**src/rtl/sl_pkg.sv**
```systemverilog
// Shared SL definitions: state encoding, rate-to-period table and line levels.
// Used by both the SL transmit serializer and the SL receiver.
package sl_pkg;

   localparam int   MIN_LEN = 8;       // shortest legal word length
   localparam int   PHASE_W = 7;       // phase counter width, covers P-1 up to 127
   localparam logic SL_IDLE = 1'b1;    // idle / gap level of both SL wires

   // One-hot frame states
   typedef enum logic [3:0] {
      ST_IDLE   = 4'b0001,
      ST_DATA   = 4'b0010,
      ST_PARITY = 4'b0100,
      ST_STOP   = 4'b1000
   } sl_state_e;

   // Bit-period select codes: P = 16 << rate
   typedef enum logic [1:0] {
      RATE_16  = 2'b00,
      RATE_32  = 2'b01,
      RATE_64  = 2'b10,
      RATE_128 = 2'b11
   } sl_rate_e;

   // Last phase value of a symbol (P-1)
   function automatic logic [PHASE_W-1:0] period_last(input logic [1:0] rate);
      logic [PHASE_W-1:0] last;
      unique case (sl_rate_e'(rate))
         RATE_16:  last = 7'd15;
         RATE_32:  last = 7'd31;
         RATE_64:  last = 7'd63;
         RATE_128: last = 7'd127;
         default:  last = 7'd15;
      endcase
      return last;
   endfunction

   // Last phase value of the low half of a symbol (P/2-1)
   function automatic logic [PHASE_W-1:0] half_last(input logic [1:0] rate);
      logic [PHASE_W-1:0] last;
      unique case (sl_rate_e'(rate))
         RATE_16:  last = 7'd7;
         RATE_32:  last = 7'd15;
         RATE_64:  last = 7'd31;
         RATE_128: last = 7'd63;
         default:  last = 7'd7;
      endcase
      return last;
   endfunction

endpackage

```
**src/rtl/sl_bit_timer.sv**
```systemverilog
// Symbol phase counter. Counts 0..P-1 while run_i is high and flags the end of
// the low half (half_tick_o) and the end of the whole symbol (sym_end_o).
module sl_bit_timer
   import sl_pkg::*;
(
   input  logic       clk,
   input  logic       rst_n,
   input  logic       run_i,
   input  logic [1:0] rate_i,
   output logic       half_tick_o,
   output logic       sym_end_o
);

   logic [PHASE_W-1:0] phase_q, phase_d;

   assign sym_end_o   = run_i && (phase_q == period_last(rate_i));
   assign half_tick_o = run_i && (phase_q == half_last(rate_i));

   // Next phase: hold at zero when idle, wrap at the end of every symbol
   always_comb begin
      // NOTE: assign a default first so every path drives phase_d and no latch is inferred.
      phase_d = phase_q;
      if (!run_i || sym_end_o) begin
         phase_d = '0;
      end else begin
         phase_d = phase_q + 1'b1;
      end
   end

   // Phase register
   always_ff @(posedge clk or negedge rst_n) begin
      if (!rst_n) begin
         phase_q <= '0;
      end else begin
         // NOTE: non-blocking assignment so all flops update together on the edge.
         phase_q <= phase_d;
      end
   end

endmodule

```
**src/rtl/sl_tx_serializer.sv**
```systemverilog
// SL transmit serializer: sends a latched word MSB first as SL0/SL1 low pulses,
// followed by an odd-parity symbol and a both-wires-low stop symbol.
module sl_tx_serializer
   import sl_pkg::*;
#(
   parameter int DATA_W  = 32,
   parameter int LEN_W   = 6,
   parameter int MIN_LEN = sl_pkg::MIN_LEN
) (
   input  logic              clk,
   input  logic              rst_n,
   input  logic [DATA_W-1:0] tx_data,
   input  logic [LEN_W-1:0]  tx_len,
   input  logic [1:0]        tx_rate,
   input  logic              tx_start,
   output logic              tx_busy,
   output logic              tx_done,
   output logic              tx_ovr,
   output logic              sl0_o,
   output logic              sl1_o,
   output logic              sl_oe
);

   sl_state_e         state_q, state_d;
   logic [DATA_W-1:0] shift_q, shift_d;     // MSB is the bit currently on the wires
   logic [LEN_W-1:0]  bit_cnt_q, bit_cnt_d; // data bits remaining after the current one
   logic [1:0]        rate_q, rate_d;
   logic              par_q, par_d;         // running XOR of data bits already sent
   logic              gap_q, gap_d;         // high during the second half of a symbol
   logic              done_q, done_d;
   logic              ovr_q, ovr_d;

   logic              half_tick;
   logic              sym_end;
   logic              busy;
   logic              low_phase;
   logic [LEN_W-1:0]  len_clamped;

   assign busy      = (state_q != ST_IDLE);
   assign low_phase = busy && !gap_q;

   sl_bit_timer u_timer (
      .clk         (clk),
      .rst_n       (rst_n),
      .run_i       (busy),
      .rate_i      (rate_q),
      .half_tick_o (half_tick),
      .sym_end_o   (sym_end)
   );

   // Clamp the requested length into MIN_LEN..DATA_W
   always_comb begin
      len_clamped = tx_len;
      if (tx_len < LEN_W'(MIN_LEN)) begin
         len_clamped = LEN_W'(MIN_LEN);
      end else if (tx_len > LEN_W'(DATA_W)) begin
         len_clamped = LEN_W'(DATA_W);
      end
   end

   // Frame FSM: next state, shift register, bit counter, parity and strobes
   always_comb begin
      state_d   = state_q;
      shift_d   = shift_q;
      bit_cnt_d = bit_cnt_q;
      rate_d    = rate_q;
      par_d     = par_q;
      done_d    = 1'b0;
      // A start while busy, or on the tx_done cycle, is dropped and flagged
      ovr_d     = tx_start && (busy || done_q);

      unique case (state_q)
         ST_IDLE: begin
            if (tx_start && !done_q) begin
               state_d   = ST_DATA;
               // Left-align the word so bit[len-1] sits in the MSB
               shift_d   = tx_data << (LEN_W'(DATA_W) - len_clamped);
               bit_cnt_d = len_clamped - LEN_W'(1);
               rate_d    = tx_rate;
               par_d     = 1'b0;
            end
         end
         ST_DATA: begin
            if (sym_end) begin
               shift_d = shift_q << 1;
               par_d   = par_q ^ shift_q[DATA_W-1];
               if (bit_cnt_q == '0) begin
                  state_d = ST_PARITY;
               end else begin
                  bit_cnt_d = bit_cnt_q - LEN_W'(1);
               end
            end
         end
         ST_PARITY: begin
            if (sym_end) state_d = ST_STOP;
         end
         ST_STOP: begin
            if (sym_end) begin
               state_d = ST_IDLE;
               done_d  = 1'b1;
            end
         end
         default: state_d = ST_IDLE;
      endcase
   end

   // Gap flag: set at the end of the low half, cleared at symbol end or when idle
   always_comb begin
      gap_d = gap_q;
      if (!busy || sym_end) begin
         gap_d = 1'b0;
      end else if (half_tick) begin
         gap_d = 1'b1;
      end
   end

   // State and datapath registers
   always_ff @(posedge clk or negedge rst_n) begin
      if (!rst_n) begin
         state_q   <= ST_IDLE;
         shift_q   <= '0;
         bit_cnt_q <= '0;
         rate_q    <= '0;
         par_q     <= 1'b0;
         gap_q     <= 1'b0;
         done_q    <= 1'b0;
         ovr_q     <= 1'b0;
      end else begin
         state_q   <= state_d;
         shift_q   <= shift_d;
         bit_cnt_q <= bit_cnt_d;
         rate_q    <= rate_d;
         par_q     <= par_d;
         gap_q     <= gap_d;
         done_q    <= done_d;
         ovr_q     <= ovr_d;
      end
   end

   // Line drive: one wire low per symbol low half, both low in the stop low half
   always_comb begin
      sl0_o = SL_IDLE;
      sl1_o = SL_IDLE;
      if (low_phase) begin
         unique case (state_q)
            ST_DATA: begin
               if (shift_q[DATA_W-1]) sl1_o = ~SL_IDLE;
               else                   sl0_o = ~SL_IDLE;
            end
            ST_PARITY: begin
               // Parity bit is ~par_q so the total count of ones is odd
               if (!par_q) sl1_o = ~SL_IDLE;
               else        sl0_o = ~SL_IDLE;
            end
            ST_STOP: begin
               sl0_o = ~SL_IDLE;
               sl1_o = ~SL_IDLE;
            end
            default: ;
         endcase
      end
   end

   assign tx_busy = busy;
   assign sl_oe   = busy;
   assign tx_done = done_q;
   assign tx_ovr  = ovr_q;

endmodule

```
**config.mk**
```make
export PLATFORM = sky130hd
export DESIGN_NAME = sl_tx_serializer
export DESIGN_NICKNAME = d
export VERILOG_FILES = /design/src/rtl/sl_pkg.sv /design/src/rtl/sl_bit_timer.sv /design/src/rtl/sl_tx_serializer.sv
export SDC_FILE = /design/constraint.sdc
export NUM_CORES = 1
export LEC_CHECK = 0
export ABC_AREA = 1
export ABC_CLOCK_PERIOD_IN_PS = 2120
export CAP_MARGIN = 40
export CORE_ASPECT_RATIO = 0.5
export CORE_UTILIZATION = 53
export DETAILED_ROUTE_END_ITERATION = 12
export GPL_ROUTABILITY_DRIVEN = 1
export GPL_TIMING_DRIVEN = 1
export PLACE_DENSITY = 0.86
export SLEW_MARGIN = 20
export SYNTH_ARGS = -nofsm -noshare
export SYNTH_HDL_FRONTEND = slang
export SYNTH_SLANG_ARGS = --single-unit
export TNS_END_PERCENT = 100
```
**constraint.sdc**
```tcl
create_clock -name clk -period 2.12 [get_ports clk]
set_clock_uncertainty 0.2 [all_clocks]
set_input_delay 0.424 -clock clk [delete_from_list [all_inputs] [get_ports clk]]
set_output_delay 0.424 -clock clk [all_outputs]
set_load 0.05 [all_outputs]
```
==> results, run 1 <==
- For this design, the sink count on the clock tree is 55.
- Measured against the total synthesized area, the mux share comes to 0.00686.
- Yosys mapped a number of flops with a built-in enable equal to 0.
- The effective utilization at floorplan is 0.568.
- The global-route total usage across every layer is 0.889.
- The maximum buffer depth of the clock tree is 2.
- The number of cell rows is 23.
- In this run the vertical extent of the chip is 68.9 µm.
- Entering global routing, the biggest net connects 56 pins.
- Of the total synthesized cell area, the portion taken by XOR and XNOR cells is 0.0243.
- In this run, synthesis produced a sequential element count of 55.
- The buffer cell driving the clock tree root is clkbuf_16.
- The total cell area at the placement stage is 0.00594 mm².
- In this run the tool buffered the top-level ports with 48 buffer cells.
- After synthesis, the largest family of logic cells by area is simple AND/OR/NAND/NOR gates.
- The CTS buffer count is 5.
- The async set-or-reset flop fraction in the synthesized netlist is 1.00.
- The synthesis warning total is 0.
- Summed over all layers, the global routing overflow is 233.
- Ranked by instance count, the synthesized netlist is headed by nand2_1 (230), nand3_1 (167), a21oi_1 (57), dfrtp_1 (54), nor2_1 (53).
- The number of different library cells used by synthesis comes to 41.
- In the post-synthesis netlist, the biggest area contributors are dfrtp_1 (28%), nand2_1 (18%), nand3_1 (18%).
- The worst endpoint after global-route timing repair is sl0_o.
- The weighted congestion reported at the end of routability-driven placement is 0.932.
- Pin placement for this block handled 49 I/O pins.
- The floorplan step set the die width to 136 µm.
- Among all cell types in the netlist, the one instantiated most often is nand2_1.
- For this run, the register share of the synthesized area comes to 0.290.
- Of the total synthesized cell area, the portion taken by AND, OR, NAND and NOR gates is 0.464.
- The top-area cell type share of the netlist area is 0.285.
- After the last repair the worst path ends at an output port.
- Detailed placement ended at an HPWL of 10,300 µm.
- The clock tree synthesis step divided the H-tree into 2 levels.
- The first error in the log reads "[ERROR GRT-0232] Routing congestion too high. Check the congestion heatmap in the GUI".
- The post-synthesis instance area is 0.00474 mm².
- The synthesized net count is 805.
- The post-synthesis compound-gate area fraction is 0.108.
- The run stopped with a tool error.
- dfrtp_1 takes more of the synthesized area than any other cell.
- Among all flip-flop cells after synthesis, the most frequent one is dfrtp_1.
- Of the total synthesized cell area, the portion taken by full adders, half adders and majority gates is 0.00791.
- Progress stopped at global routing (5_1_grt).
- The mean post-synth cell area is 6.25 µm².
- After technology mapping, the gate count stands at 759.
[metal layers]
metal,track usage,GRT overflow
met2,1.07,149
met4,1.01,71
met3,0.743,9
met5,0.494,0
met1,0.847,4
[timing repair]
action,in CTS
endpoints found under the setup margin,42
resized for setup,165
pin swaps,56
hold buffers,1
buffers inserted,13
hold endpoints to repair,54
cloned,8
[kinds of logic after synthesis]
kind of cell               count (synthesis)
and+or+nand+nor                          491
buffers and inverters                    100
AOI/OAI and AO/OA                         96
DFF                                       55
xor gates and xnor gates                  11
muxes                                      3
adders and majority gates                  3
[metrics by stage]
step	worst slack, ns	utilization	instances	hold slack, ns
after CTS	-0.0841	0.846	974	0.305
after detailed placement	-0.753	0.712	944	0.241
after global placement	-0.674	0.712	944	0.240
after floorplan	-0.188	-	759	-0.0716
==> inputs of run 2 (changes only) <==
Settings changed: ABC_CLOCK_PERIOD_IN_PS 2120 to 2760, CORE_ASPECT_RATIO 0.5 to unset, CORE_UTILIZATION 53 to 40, PLACE_DENSITY 0.86 to unset, PLACE_DENSITY_LB_ADDON set to 0.15.
Clock period 2.12 ns to 2.76 ns, I/O delays scaled along.
==> run 2 against run 1 <==
Effect of this change: the run now ends clean; area after synthesis unchanged; synthesized cell count unchanged.
==> results, run 2 <==
- The flow ran to the end, and the final reports show no timing, DRC or antenna violations.
- The post-synthesis sequential element count is 55.
- The number of pins exceeding their max-slew limit in the final report was 0.
- The HPWL after detailed placement is 10,500 µm.
- The routed via count divided by cell count is 5.39.
- The final clock period utilization by the worst path is 0.912.
- Of the total synthesized cell area, the portion taken by full adders, half adders and majority gates is 0.00791.
- The floorplan step set the die height to 111 µm.
- The iteration-0 DRC count of the detailed router is 342.
- The fraction of power consumed by the clock network is 0.132.
- The most common cell after layout, fill and taps aside is nand2_1.
- The async set-or-reset flop fraction in the synthesized netlist is 1.00.
- The number of DRC violations after detailed routing is 0.
- The average instance in the mapped netlist occupies 6.25 µm².
- The top cell family by delay on the critical path is buffers and inverters.
- Before CTS, the worst setup slack after placement is -0.208 ns.
- The clock latency of the later-clocked register in the worst-skew pair is 0.30 ns.
- Of the total synthesized cell area, the portion taken by AND, OR, NAND and NOR gates is 0.464.
- The maximum clock frequency is 397 MHz.
- The antenna diode count is 0.
- The sequential element share of the synthesized area is 0.290.
- The cell count after synthesis is 759.
- For the pin with the worst max-slew slack, the measured transition is 0.631 ns.
- STA puts the critical path data arrival time at 1.77 ns.
- The top-area cell type share of the netlist area is 0.285.
- Wires add up to 13,900 µm.
- In the final layout, the multi-input gates occupy 0.00293 mm².
- The worst setup path is launched from a flop.
- The clock-pin slew on the worst setup and hold paths is 0.08 ns.
- By startpoint and endpoint, the worst setup path is classified as reg2out.
- The cell-internal power is 2.68 mW.
- The growth of design area from synthesis to finish is 25.0%.
- The number of gates on the worst path with buffers counted is 5.
- The largest area contributor in the synthesized netlist is dfrtp_1.
- Of all nets on the critical path, the largest fanout is 7.
- The number of flip-flops under the largest register name is 32.
- The most frequent cell on the critical path is inv_1.
- For this run, the number of Yosys warnings is 0.
- After synthesis, the cell types taking the most area are dfrtp_1 (28%), nand2_1 (18%), nand3_1 (18%).
- The synthesized design contains 0 enable-type register cells.
- In this run the tool buffered the top-level ports with 48 buffer cells.
- In this run the cell area of the synthesized design comes to 0.00474 mm².
- The worst slew margin relative to its limit is 0.579.
- Leaving out fill and tap cells, the most frequent cells in the layout are nand2_1 (230), nand3_1 (167), a21oi_1 (55).
- The number of hold violations in the final report is 0.
- The via count is 5,245.
- The number of cell rows is 39.
- The cell with the largest stage delay on the worst path is dlygate4sd2_1.
- Measured along the x axis, the die boundary spans 111 µm.
- The total die area is 0.0123 mm².
- The worst vdd rail ir drop is 0.735 mV.
- The share of total power dissipated in sequential elements is 0.277.
- The count of fill cells added during filler insertion is 1,173.
- In the post-route analysis, the smallest setup slack over all paths is 0.242 ns.
- In the final layout, the registers with the most flip-flops are shift_q x32, u_timer.phase_q x7, bit_cnt_q x6.
- The number of buffers and inverters on the critical path is 3.
- The final routed wire length divided by cell count is 14.3 µm.
- The layout cell share with drive strength beyond 1 is 0.130.
- In this run the remaining antenna-violating nets after routing total 0.
- Traced cell by cell, the critical path runs through nor2_1 > inv_1 > nor3_2 > inv_1 > dlygate4sd2_1.
- The final critical delay including setup and external delays is 2.52 ns.
- The first global-routing pass estimated 23,300 µm of wire.
- For this design the ratio of total power to cell area is 859 mW/mm².
- Of the total synthesized cell area, the portion taken by XOR and XNOR cells is 0.0243.
- By count the netlist is led by nand2_1 (230), nand3_1 (167), a21oi_1 (57), dfrtp_1 (54), nor2_1 (53).
- The clock net in this run drives a total of 55 sinks.
- The effective utilization at floorplan is 0.414.
- The most common cell in the netlist is nand2_1.
- Max-cap violations in this run came to 0.
- At the end of the flow, the number of nets in the layout was 875.
- The clock tree synthesis step divided the H-tree into 2 levels.
- Setup repair after global routing left no endpoint under its margin.
- The buffer cell driving the clock tree root is clkbuf_16.
- The sum of negative setup slack is 0 ns.
- The kind of end point of the critical path is a primary output.
- The classification of the worst-slack hold path is in2async.
- The synthesized net count is 805.
- The count of cell types in the netlist is 41.
- After synthesis, the largest family of logic cells by area is simple AND/OR/NAND/NOR gates.
- The largest register by flop count is shift_q.
- The total overflow left after global routing is 0.
- The final count of negative-setup-slack endpoints is 0.
- For this run, the total global-route usage over all layers was measured as 0.230.
- The via count of the first global-routing pass came to 5,155.
- The post-synthesis compound-gate area fraction is 0.108.
- The portion of synthesized area spent on multiplexers is 0.00686.
- The weighted congestion reported at the end of routability-driven placement is 0.886.
- TritonCTS built the clock tree.
- 49 I/O pins were placed.
- The region available for standard cell placement spans 0.0115 mm².
- The area used by sequential logic in the layout is 0.00138 mm².
- The initial antenna violation count is 0.
- Buffers inserted during clock tree synthesis total 5.
- In this run the deepest clock path goes through 2 buffers.
- The analysis attributes to cell leakage a power of 3.03 nW.
- Of the total power, the share spent switching nets is 0.473.
- The stage delay of the slowest cell on the critical path is 0.46 ns.
- In the synthesized netlist the dominant register cell turns out to be dfrtp_1.
- The net switching power is 2.41 mW.
- The cell count of the worst reg-to-reg path is 13.
- The number of detailed-route iterations in the first pass is 6.
- Entering global routing, the biggest net connects 43 pins.
- At the worst endpoint, the required time is 2.01 ns.
- The share of total power dissipated in combinational logic is 0.590.
==> run 2: cell counts after synthesis <==
No cell type changed its count.
==> run 2: layout make-up <==
| class | instances | share of cell area |
|---|---|---|
| inverter | 58 | 0.0382 |
| multi-input combinational | 604 | 0.495 |
| tap | 143 | 0.0302 |
| clock buffer | 5 | 0.0211 |
| clock inverter | 3 | 0.00570 |
| timing repair buffer | 105 | 0.178 |
| sequential | 55 | 0.232 |
==> run 2: path summary, 6_finish.rpt <==
kind | startpoint | to | slack (ns)
min in group clk | u_timer.phase_q[0] | u_timer.phase_q[0] | 0.27
min | rst_n | tx_ovr | 0.06
max reg2reg | u_timer.phase_q[0] | shift_q[30] | 0.32
max in group asynchronous | rst_n | shift_q[13] | 1.70
max | state_q[3] | sl_oe | 0.24
min reg2reg | u_timer.phase_q[0] | u_timer.phase_q[0] | 0.27
==> run 2: repair_timing <==
action	CTS	global route
resized for setup	2	19
cloned	0	2
setup buffers	0	4
endpoints found under the setup margin	2	16
hold buffers	0	0
pin swaps	0	10
==> run 2: stage by stage <==
stage	total power, mW	util	hold WS (ns)	std cells	area [µm²]
floorplan	3.52	-	0.0564	759	4740
global placement	4.34	0.491	0.246	959	5630
detailed placement	4.39	0.491	0.256	959	5630
CTS	5.07	0.505	0.0785	967	5790
global route	5.57	0.517	0.114	973	5930
finish	5.10	0.517	0.0600	973	5930
==> run 2: metal layers <==
layer | global-route usage | vias to the layer above | wire length, µm
met2 | 0.414 | 144 | 6840
met4 | 0.0756 | 0 | 379
met5 | 0 | - | 0
li1 | - | 2645 | -
met3 | 0.0279 | 28 | 542
met1 | 0.283 | 2428 | 6140
==> run 2: power groups by stage <==
stage	registers, mW	clock network [mW]	logic, mW
after global placement	1.41	0	2.93
final	1.41	0.675	3.01
after global routing	1.45	0.726	3.40
after detailed placement	1.42	0	2.97
after floorplan	1.37	0	2.15
after CTS	1.41	0.692	2.97
==> run 2: kinds of logic after synthesis <==
group | count (synthesis)
fa+ha+maj | 3
flops | 55
compound gates | 96
simple gates | 491
xor+xnor | 11
buf+inv | 100
mux | 3
==> run 2: worst reg2reg max path: cells and delay by family, from the launching register on <==
family / cells / cell delay, ns
and+or+nand+nor: 7 / 0.85
DFF: 1 / 0.38
adders and majority gates: 1 / 0.20
AOI/OAI and AO/OA: 2 / 0.34
buffers and inverters: 3 / 0.38
Note: power is estimated with default switching activity, not from simulation.
